===== src/rtl/slurm16_cpu_instruction_prefetch.sv =====
// Instruction prefetch queue: streams sequential words from instruction memory into a small FIFO
// and serves in-order pipeline requests from it; any out-of-sequence request flushes and restarts.
module slurm16_cpu_instruction_prefetch #(
  parameter int                   DEPTH      = 4,
  parameter int                   ADDR_BITS  = 15,
  parameter int                   DATA_BITS  = 16,
  parameter logic [ADDR_BITS-1:0] RESET_ADDR = '0
) (
  input  logic                 CLK,
  input  logic                 RSTb,
  input  logic                 instruction_request,
  input  logic [ADDR_BITS-1:0] instruction_address,
  output logic                 instruction_valid,
  output logic [DATA_BITS-1:0] instruction_in,
  output logic [ADDR_BITS-1:0] instruction_address_in,
  output logic                 mem_rd_req,
  output logic [ADDR_BITS-1:0] mem_rd_addr,
  input  logic                 mem_rd_ready,
  input  logic                 mem_rd_valid,
  input  logic [DATA_BITS-1:0] mem_rd_data
);

  localparam int PW = $clog2(DEPTH);
  localparam int CW = $clog2(DEPTH) + 1;
  localparam int SW = CW + 1;

  logic [DATA_BITS-1:0] fifo_q [DEPTH];
  logic [DATA_BITS-1:0] fifo_d [DEPTH];
  logic [PW-1:0]        rd_ptr_q, rd_ptr_d, wr_ptr_q, wr_ptr_d;
  logic [CW-1:0]        count_q, count_d, outstanding_q, outstanding_d, discard_cnt_q, discard_cnt_d;
  logic [ADDR_BITS-1:0] head_addr_q, head_addr_d, fetch_pc_q, fetch_pc_d;
  logic                 run_q, run_d;
  logic                 valid_q, valid_d;
  logic [DATA_BITS-1:0] data_q, data_d;
  logic [ADDR_BITS-1:0] addr_out_q, addr_out_d;

  logic          flush_now, hit, accept, drop, push, credit_ok;
  logic [SW-1:0] used;

  // Request/credit decode; run_q keeps the memory request quiet until the first cycle after reset.
  always_comb begin
    used      = {1'b0, count_q} + {1'b0, outstanding_q};
    credit_ok = (used < SW'(DEPTH));
    flush_now = instruction_request && (instruction_address != head_addr_q);
    hit       = instruction_request && !flush_now && (count_q != '0);
    mem_rd_req = run_q && credit_ok && !flush_now;
    accept    = mem_rd_req && mem_rd_ready;
    drop      = mem_rd_valid && (discard_cnt_q != '0);
    push      = mem_rd_valid && !drop && !flush_now;
  end

  // Next-state computation for queue, stream pointers and registered pipeline outputs.
  always_comb begin
    fifo_d        = fifo_q;
    rd_ptr_d      = rd_ptr_q;
    wr_ptr_d      = wr_ptr_q;
    count_d       = count_q;
    discard_cnt_d = discard_cnt_q;
    head_addr_d   = head_addr_q;
    fetch_pc_d    = fetch_pc_q;
    run_d         = 1'b1;
    valid_d       = 1'b0;
    data_d        = data_q;
    addr_out_d    = addr_out_q;
    outstanding_d = outstanding_q + CW'(accept) - CW'(mem_rd_valid);

    if (push) begin
      fifo_d[wr_ptr_q] = mem_rd_data;
      wr_ptr_d         = wr_ptr_q + PW'(1);
    end else begin
      wr_ptr_d = wr_ptr_q;
    end

    if (hit) begin
      rd_ptr_d    = rd_ptr_q + PW'(1);
      head_addr_d = head_addr_q + ADDR_BITS'(1);
      valid_d     = 1'b1;
      data_d      = fifo_q[rd_ptr_q];
      addr_out_d  = head_addr_q;
    end else begin
      valid_d = 1'b0;
    end

    if (flush_now) begin
      // Everything still in flight, including a word landing this cycle, belongs to the old stream.
      count_d       = '0;
      rd_ptr_d      = '0;
      wr_ptr_d      = '0;
      head_addr_d   = instruction_address;
      fetch_pc_d    = instruction_address;
      discard_cnt_d = outstanding_q - CW'(mem_rd_valid);
    end else begin
      count_d = count_q + CW'(push) - CW'(hit);
      if (accept) begin
        fetch_pc_d = fetch_pc_q + ADDR_BITS'(1);
      end else begin
        fetch_pc_d = fetch_pc_q;
      end
      if (drop) begin
        discard_cnt_d = discard_cnt_q - CW'(1);
      end else begin
        discard_cnt_d = discard_cnt_q;
      end
    end
  end

  // State register with asynchronous reset.
  always_ff @(posedge CLK or negedge RSTb) begin
    if (!RSTb) begin
      for (int i = 0; i < DEPTH; i++) begin
        fifo_q[i] <= '0;
      end
      rd_ptr_q      <= '0;
      wr_ptr_q      <= '0;
      count_q       <= '0;
      outstanding_q <= '0;
      discard_cnt_q <= '0;
      head_addr_q   <= RESET_ADDR;
      fetch_pc_q    <= RESET_ADDR;
      run_q         <= 1'b0;
      valid_q       <= 1'b0;
      data_q        <= '0;
      addr_out_q    <= '0;
    end else begin
      fifo_q        <= fifo_d;
      rd_ptr_q      <= rd_ptr_d;
      wr_ptr_q      <= wr_ptr_d;
      count_q       <= count_d;
      outstanding_q <= outstanding_d;
      discard_cnt_q <= discard_cnt_d;
      head_addr_q   <= head_addr_d;
      fetch_pc_q    <= fetch_pc_d;
      run_q         <= run_d;
      valid_q       <= valid_d;
      data_q        <= data_d;
      addr_out_q    <= addr_out_d;
    end
  end

  assign instruction_valid      = valid_q;
  assign instruction_in         = data_q;
  assign instruction_address_in = addr_out_q;
  assign mem_rd_addr            = fetch_pc_q;

endmodule


===== config.mk =====
export PLATFORM = sky130hd
export DESIGN_NAME = slurm16_cpu_instruction_prefetch
export DESIGN_NICKNAME = d
export VERILOG_FILES = /design/src/rtl/slurm16_cpu_instruction_prefetch.sv
export SDC_FILE = /design/constraint.sdc
export NUM_CORES = 1
export LEC_CHECK = 0
export BUFFER_PORTS_ARGS = -buffer_cell sky130_fd_sc_hd__buf_2
export CAP_MARGIN = 40
export CORE_ASPECT_RATIO = 0.7
export CORE_MARGIN = 2
export CORE_UTILIZATION = 30
export DETAILED_ROUTE_END_ITERATION = 10
export GPL_TIMING_DRIVEN = 0
export PLACE_DENSITY = 0.44
export SYNTH_ARGS = -nofsm -noshare
export SYNTH_HDL_FRONTEND = slang
export SYNTH_SLANG_ARGS = --single-unit
export TNS_END_PERCENT = 5

===== constraint.sdc =====
create_clock -name CLK -period 4.2 [get_ports CLK]
set_input_delay 0.84 -clock CLK [delete_from_list [all_inputs] [get_ports CLK]]
set_output_delay 0.84 -clock CLK [all_outputs]
set_load 0.03 [all_outputs]

# After elaboration in Yosys (flattened, before gate mapping)
# Index checks and enable logic that the tools add are counted.
[word_totals] regBits=140 output_inout_bits=48 input_bits=36 elab_cells=69
[classes] add_sub_neg=11 n_reduce_logical=18 eq_ne=1 n_mux=18 bitwise_logic=2 order_cmp=4
[ops] operator="64-bit bitwise mux" count=1
[ops] operator="15-bit two-way mux" count=4
[ops] operator="16-bit two-way mux" count=3
[ops] operator="16-bit binary-select mux with 2-bit select" count=1
[ops] operator="16-bit demux with 2-bit select" count=1
[ops] operator="15-bit by 1-bit adder with 15-bit output (second input constant)" count=2
[ops] operator="15-bit != test" count=1
[ops] operator="1-bit logical AND" count=10
[ops] operator="3-bit two-way mux" count=3
[ops] operator="3-bit by 1-bit subtractor with 3-bit output" count=3
[ops] operator="2-bit two-way mux" count=4
[ops] operator="2-bit nonzero test" count=4
[ops] operator="3-bit by 1-bit adder with 3-bit output" count=2
[ops] operator="3-bit greater-or-equal comparator (second input constant)" count=2
[ops] operator="2-bit NOT with 3-bit output" count=2
[ops] operator="3-bit nonzero test" count=2
[ops] operator="2-bit by 1-bit adder with 2-bit output (second input constant)" count=2
[ops] operator="3-bit by 3-bit adder with 4-bit output" count=1
[ops] operator="4-bit by 3-bit < comparator with 1-bit output (second input constant)" count=1
[ops] operator="3-bit by 1-bit < comparator with 1-bit output (second input constant)" count=1
[ops] operator="3-bit by 1-bit subtractor with 3-bit output (second input constant)" count=1
[ops] operator="1-bit zero test" count=2
[ops] operator="1-bit two-way mux" count=1

# Depth between registers and ports, before layout
[depth] depth_word=8 ltp_mapped=14 depth_no_buf=13

# Least setup slack after synthesis
# No wires, ideal clock.
[synth_timing] kind="input to register" from="in instruction_address[11]" to="reg count_q[2]" path_stages=13 arrival_ns=3.190 path_slack_ns=0.872 path_cell_list="xor2_1 > nor4b_2 > nand2_1 > nor4_4 > buf_2 > ha_1 > inv_1 > ha_1 > inv_1 > fa_1 > xor2_1 > xnor2_1 > nor2_1"
[synth_between] elab_chain_len=7
[synth_lines] element="start, declared" line_no="12" rtl="input logic [ADDR_BITS-1:0] instruction_address,"
[synth_lines] element="15-bit != test" line_no="44" rtl="flush_now = instruction_request && (instruction_address != head_addr_q);"
[synth_lines] element="1-bit logical AND" line_no="44"
[synth_lines] element="1-bit zero test" line_no="45" rtl="hit = instruction_request && !flush_now && (count_q != '0);"
[synth_lines] element="1-bit logical AND (2 in series)" line_no="45"
[synth_lines] element="net hit" line_no="37" rtl="logic flush_now, hit, accept, drop, push, credit_ok;"
[synth_lines] element="3-bit by 1-bit subtractor with 3-bit output" line_no="93" rtl="count_d = count_q + CW'(push) - CW'(hit);"
[synth_lines] element="3-bit two-way mux" line_no="84" rtl="if (flush_now) begin"
[synth_lines] element="net count_d[2]" line_no="30" rtl="logic [CW-1:0] count_q, count_d, outstanding_q, outstanding_d, discard_cnt_q, discard_cnt_d;"
[synth_lines] element="end signal, assigned" line_no="128" rtl="count_q <= count_d;"
[synth_lines] element="end, declared" line_no="30"
# The timed path passes the listed nets, and every way through them passes these cells.
# A chain may end at the register's enable or synchronous reset.

# Worst setup path in the final report
[layout_timing] from="in instruction_address[0]" to="reg count_q[2]"
[layout_between] elab_chain_len=7
[layout_lines] element="15-bit != test (*)" line_no="44"
[layout_lines] element="1-bit logical AND (*)" line_no="44"
[layout_lines] element="1-bit zero test" line_no="45, 49"
[layout_lines] element="1-bit logical AND, on equally long branches" line_no="49, 45"
[layout_lines] element="3-bit by 1-bit adder with 3-bit output or 1-bit logical AND (tied branches)" line_no="93, 45"
[layout_lines] element="3-bit by 1-bit subtractor with 3-bit output" line_no="93"
[layout_lines] element="3-bit two-way mux (*)" line_no="84"
[layout_lines] element="net count_d[2]" line_no="30"
# Mark *: on every way through the listed nets, which the timed path passes. The rest lies on a longest branch.

==> flow_summary.toml <==
[status]
run_status = "finished clean"

[grt]
antenna_found_initial = 1
grt.overflow.total = 0
grt_pass1_wl_mm = 26.6
grt_pass1_vias = 4672
grt_max_degree = 79
track_usage_pct = 15.0

[worst_setup_path]
ff2ff_path_depth = 14
cp_max_fo = 10
r2r_slack_ps = 670
crit_end = "count_q[2]"
r2r-start = "head_addr_q[0]"
arrival_ps = 3940
end_kind = "flop"
crit_required_ps = 4510
crit_type = "primary input to flop"
setup.worst_path.start = "instruction_address[0]"
r2r-end = "count_q[2]"
startpoint_type = "primary input"

[yosys]
synth_mux_area_share_pct = 22.5
synth_edf_count = 0
syn-num-nets = 590
ys_seq_area_share_pct = 51.5
synth_compound_area_share_pct = 4.90
synth_flop_cell = "dfrtp_1"
synth_top_family_by_area = "multiplexers"
syn_area_per_cell_um2 = 12.7
synthesis.area_um2 = 6800
yosys_warnings = 0
synth-simple-area-share_pct = 9.33
synth_area_leaders = "dfrtp_1 52%, mux2_2 15%, mux4_2 5.3%"
async_flop_share_pct = 100
synth.distinct_cells = 47
yosysMostFrequentCell = "dfrtp_1"
yosys.area_share.adder_pct = 3.53
yosys.area.top_type = "dfrtp_1"
postSynthCellCount = 536
synthXorXnorAreaFrac_pct = 4.77
yosys-top-cells-count = "140 x dfrtp_1, 90 x mux2_2, 30 x nor2_1"
synth_top_area_share_pct = 51.5
ys_ff_latch = 140

[clocking]
clockRootBuffer = "clkbuf_16"
clockBufferDepth = 2
clkTransAtPathRegs_ps = 70
cts-resized-gates = 0
cts_tree = "yes"
cts_htree_levels = 4
postCtsSetupBuffers = 0
cts_made_buffers = 17
cts_num_sinks = 140
clock_latency_ps = 420
postCtsHoldBufs = 0

[floorplan]
start_util_pct = 30.3
fp.dieW_um = 184
ios = 84
die_y_um = 130
rows = 46
dieArea_um2 = 23900
core-area_um2 = 22400

[drt]
wl_per_cell_um = 18.1
drt_iter0_markers = 159
dr_wl_met2_mm = 7.39
met1Wirelength_mm = 8.62
via_count = 4571
drcViolationCount = 0
routed_wirelength_mm = 17.1
antenna_left = 0
dr_wl_met3_um = 796
top_layer = "met5"
firstDrtPassIters = 4
vias_per_cell = 4.84

[placed_design]
dpl.hpwl_mm = 12.0
place_area_um2 = 7640
io_buffers = 83
place_ws_ps = 98.3
gp_congestion = 0.868

[final_layout]
nFillCells = 2246
final_util_pct = 36.7
drive_above_1_share_pct = 37.5
fin_area_um2 = 8240
final_nets = 697
antenna_cells = 0
area_growth_pct = 21.2

[sta]
clock.fmax_mhz = 276
rsz0062_at_grt = "no"
finalMaxSlewViolations = 0
period_minus_slack_ps = 3630
worstMarginPinSlew_ps = 771
hold_viol = 0
timing.slew.headroom_pct = 48.6
setup_ws_ps = 574
setup_tns_ps = 0
fin_crit_sh_pct = 86.3
fin_skew_ps = 12.8
finalSetupViolations = 0

[power]
vdd_drop_max_mv = 0.278
p_leak_nw = 3.87
fin_total_pwr_mw = 3.84
p_per_area_nw_per_um2 = 467

[worst_hold_path]
hold_class = "primary input to async pin"

[run]
max-cap-violations = 0
routing by layer:
layer  vias to the layer above  GRT usage (%)
met5                         -              0
met4                         2           5.18
met3                        24           4.55
met2                        78           21.7
met1                      2326           21.4
li1                       2141              -
where the power goes:
| group | total, mW | internal (mW) | switching, mW |
|---|---|---|---|
| combinational | 0.655 | 0.345 | 0.310 |
| clock | 1.51 | 0.907 | 0.608 |
| sequential | 1.67 | 1.54 | 0.131 |
placed cells by master (no fill, tap or decap), types with 3 or more instances in the layout:
cell type     n
a21oi_1      21
a22oi_1       3
and2_1        3
and3_1       18
buf_2        87
buf_4         7
buf_6         7
clkbuf_1      8
clkbuf_16    17
clkinv_4      3
clkinvlp_4    5
dfrtp_1     140
ha_1         16
inv_1        18
mux2_1        6
mux2_2       90
mux2i_1       9
mux4_2       16
nand2_1      26
nand3_1      14
nand4_1       3
nor2_1       30
nor3_1        6
nor4_1        6
o21ai_0      16
o2bb2ai_1     4
or3_1         3
xnor2_1      17
xor2_1       20
how the worst min path moves through the flow:
stage	from	end	slack [ps]	depth (start not counted)
6_report	RSTb	discard_cnt_q[0]	460	1
5_1_grt	fifo_q[8]	fifo_q[8]	500	1
4_1_cts	fifo_q[8]	fifo_q[8]	490	1
3_5_place_dp	fifo_q[8]	fifo_q[8]	470	1
3_3_place_gp	fifo_q[7]	fifo_q[7]	460	1
2_1_floorplan	fifo_q[5]	fifo_q[5]	450	1
cell families (layout without fill, tap and decap cells):
kind of cell | Yosys count | in the layout
other cells | 1 | 1
mux | 121 | 121
fa+ha+maj | 18 | 18
flops | 140 | 140
compound gates | 54 | 54
simple gates | 122 | 122
xor+xnor | 37 | 37
buf+inv | 43 | 163
state kept, by name, summed over array words and instances (netlist names):
register	cells
outstanding_q	3
discard_cnt_q	3
fifo_q	64
rd_ptr_q	2
instruction_valid	1
count_q	3
run_q	1
wr_ptr_q	2
head_addr_q	15
instruction_address_in	15
instruction_in	16
mem_rd_addr	15
worst max-delay path, cell delays in order:
cell	delay [ps]
buf_2	130
xnor2_1	300
nor4b_2	260
nand2_1	190
o21ai_4	320
clkbuf_1	500
nand2_1	110
ha_1	300
inv_1	60
ha_1	130
inv_1	50
fa_1	380
xor2_1	180
xnor2_1	130
nor2_1	50
layout make-up:
cell class	instances	area [um2]	area share, %
Clock inverter	13	143	1.73
Buffer	24	155	1.88
Timing Repair Buffer	88	483	5.86
Sequential cell	140	3500	42.5
Multi-Input combinational cell	353	3070	37.2
Tap cell	288	360	4.38
Clock buffer	19	453	5.50
Inverter	19	71.3	0.866
metrics by stage:
stage / hold WS [ps] / instances
finish: 456 / 944
detailed placement: 473 / 912
floorplan: 453 / 536
global placement: 464 / 907
global route: 504 / 944
CTS: 486 / 944
(Power assumes the default switching activity.)
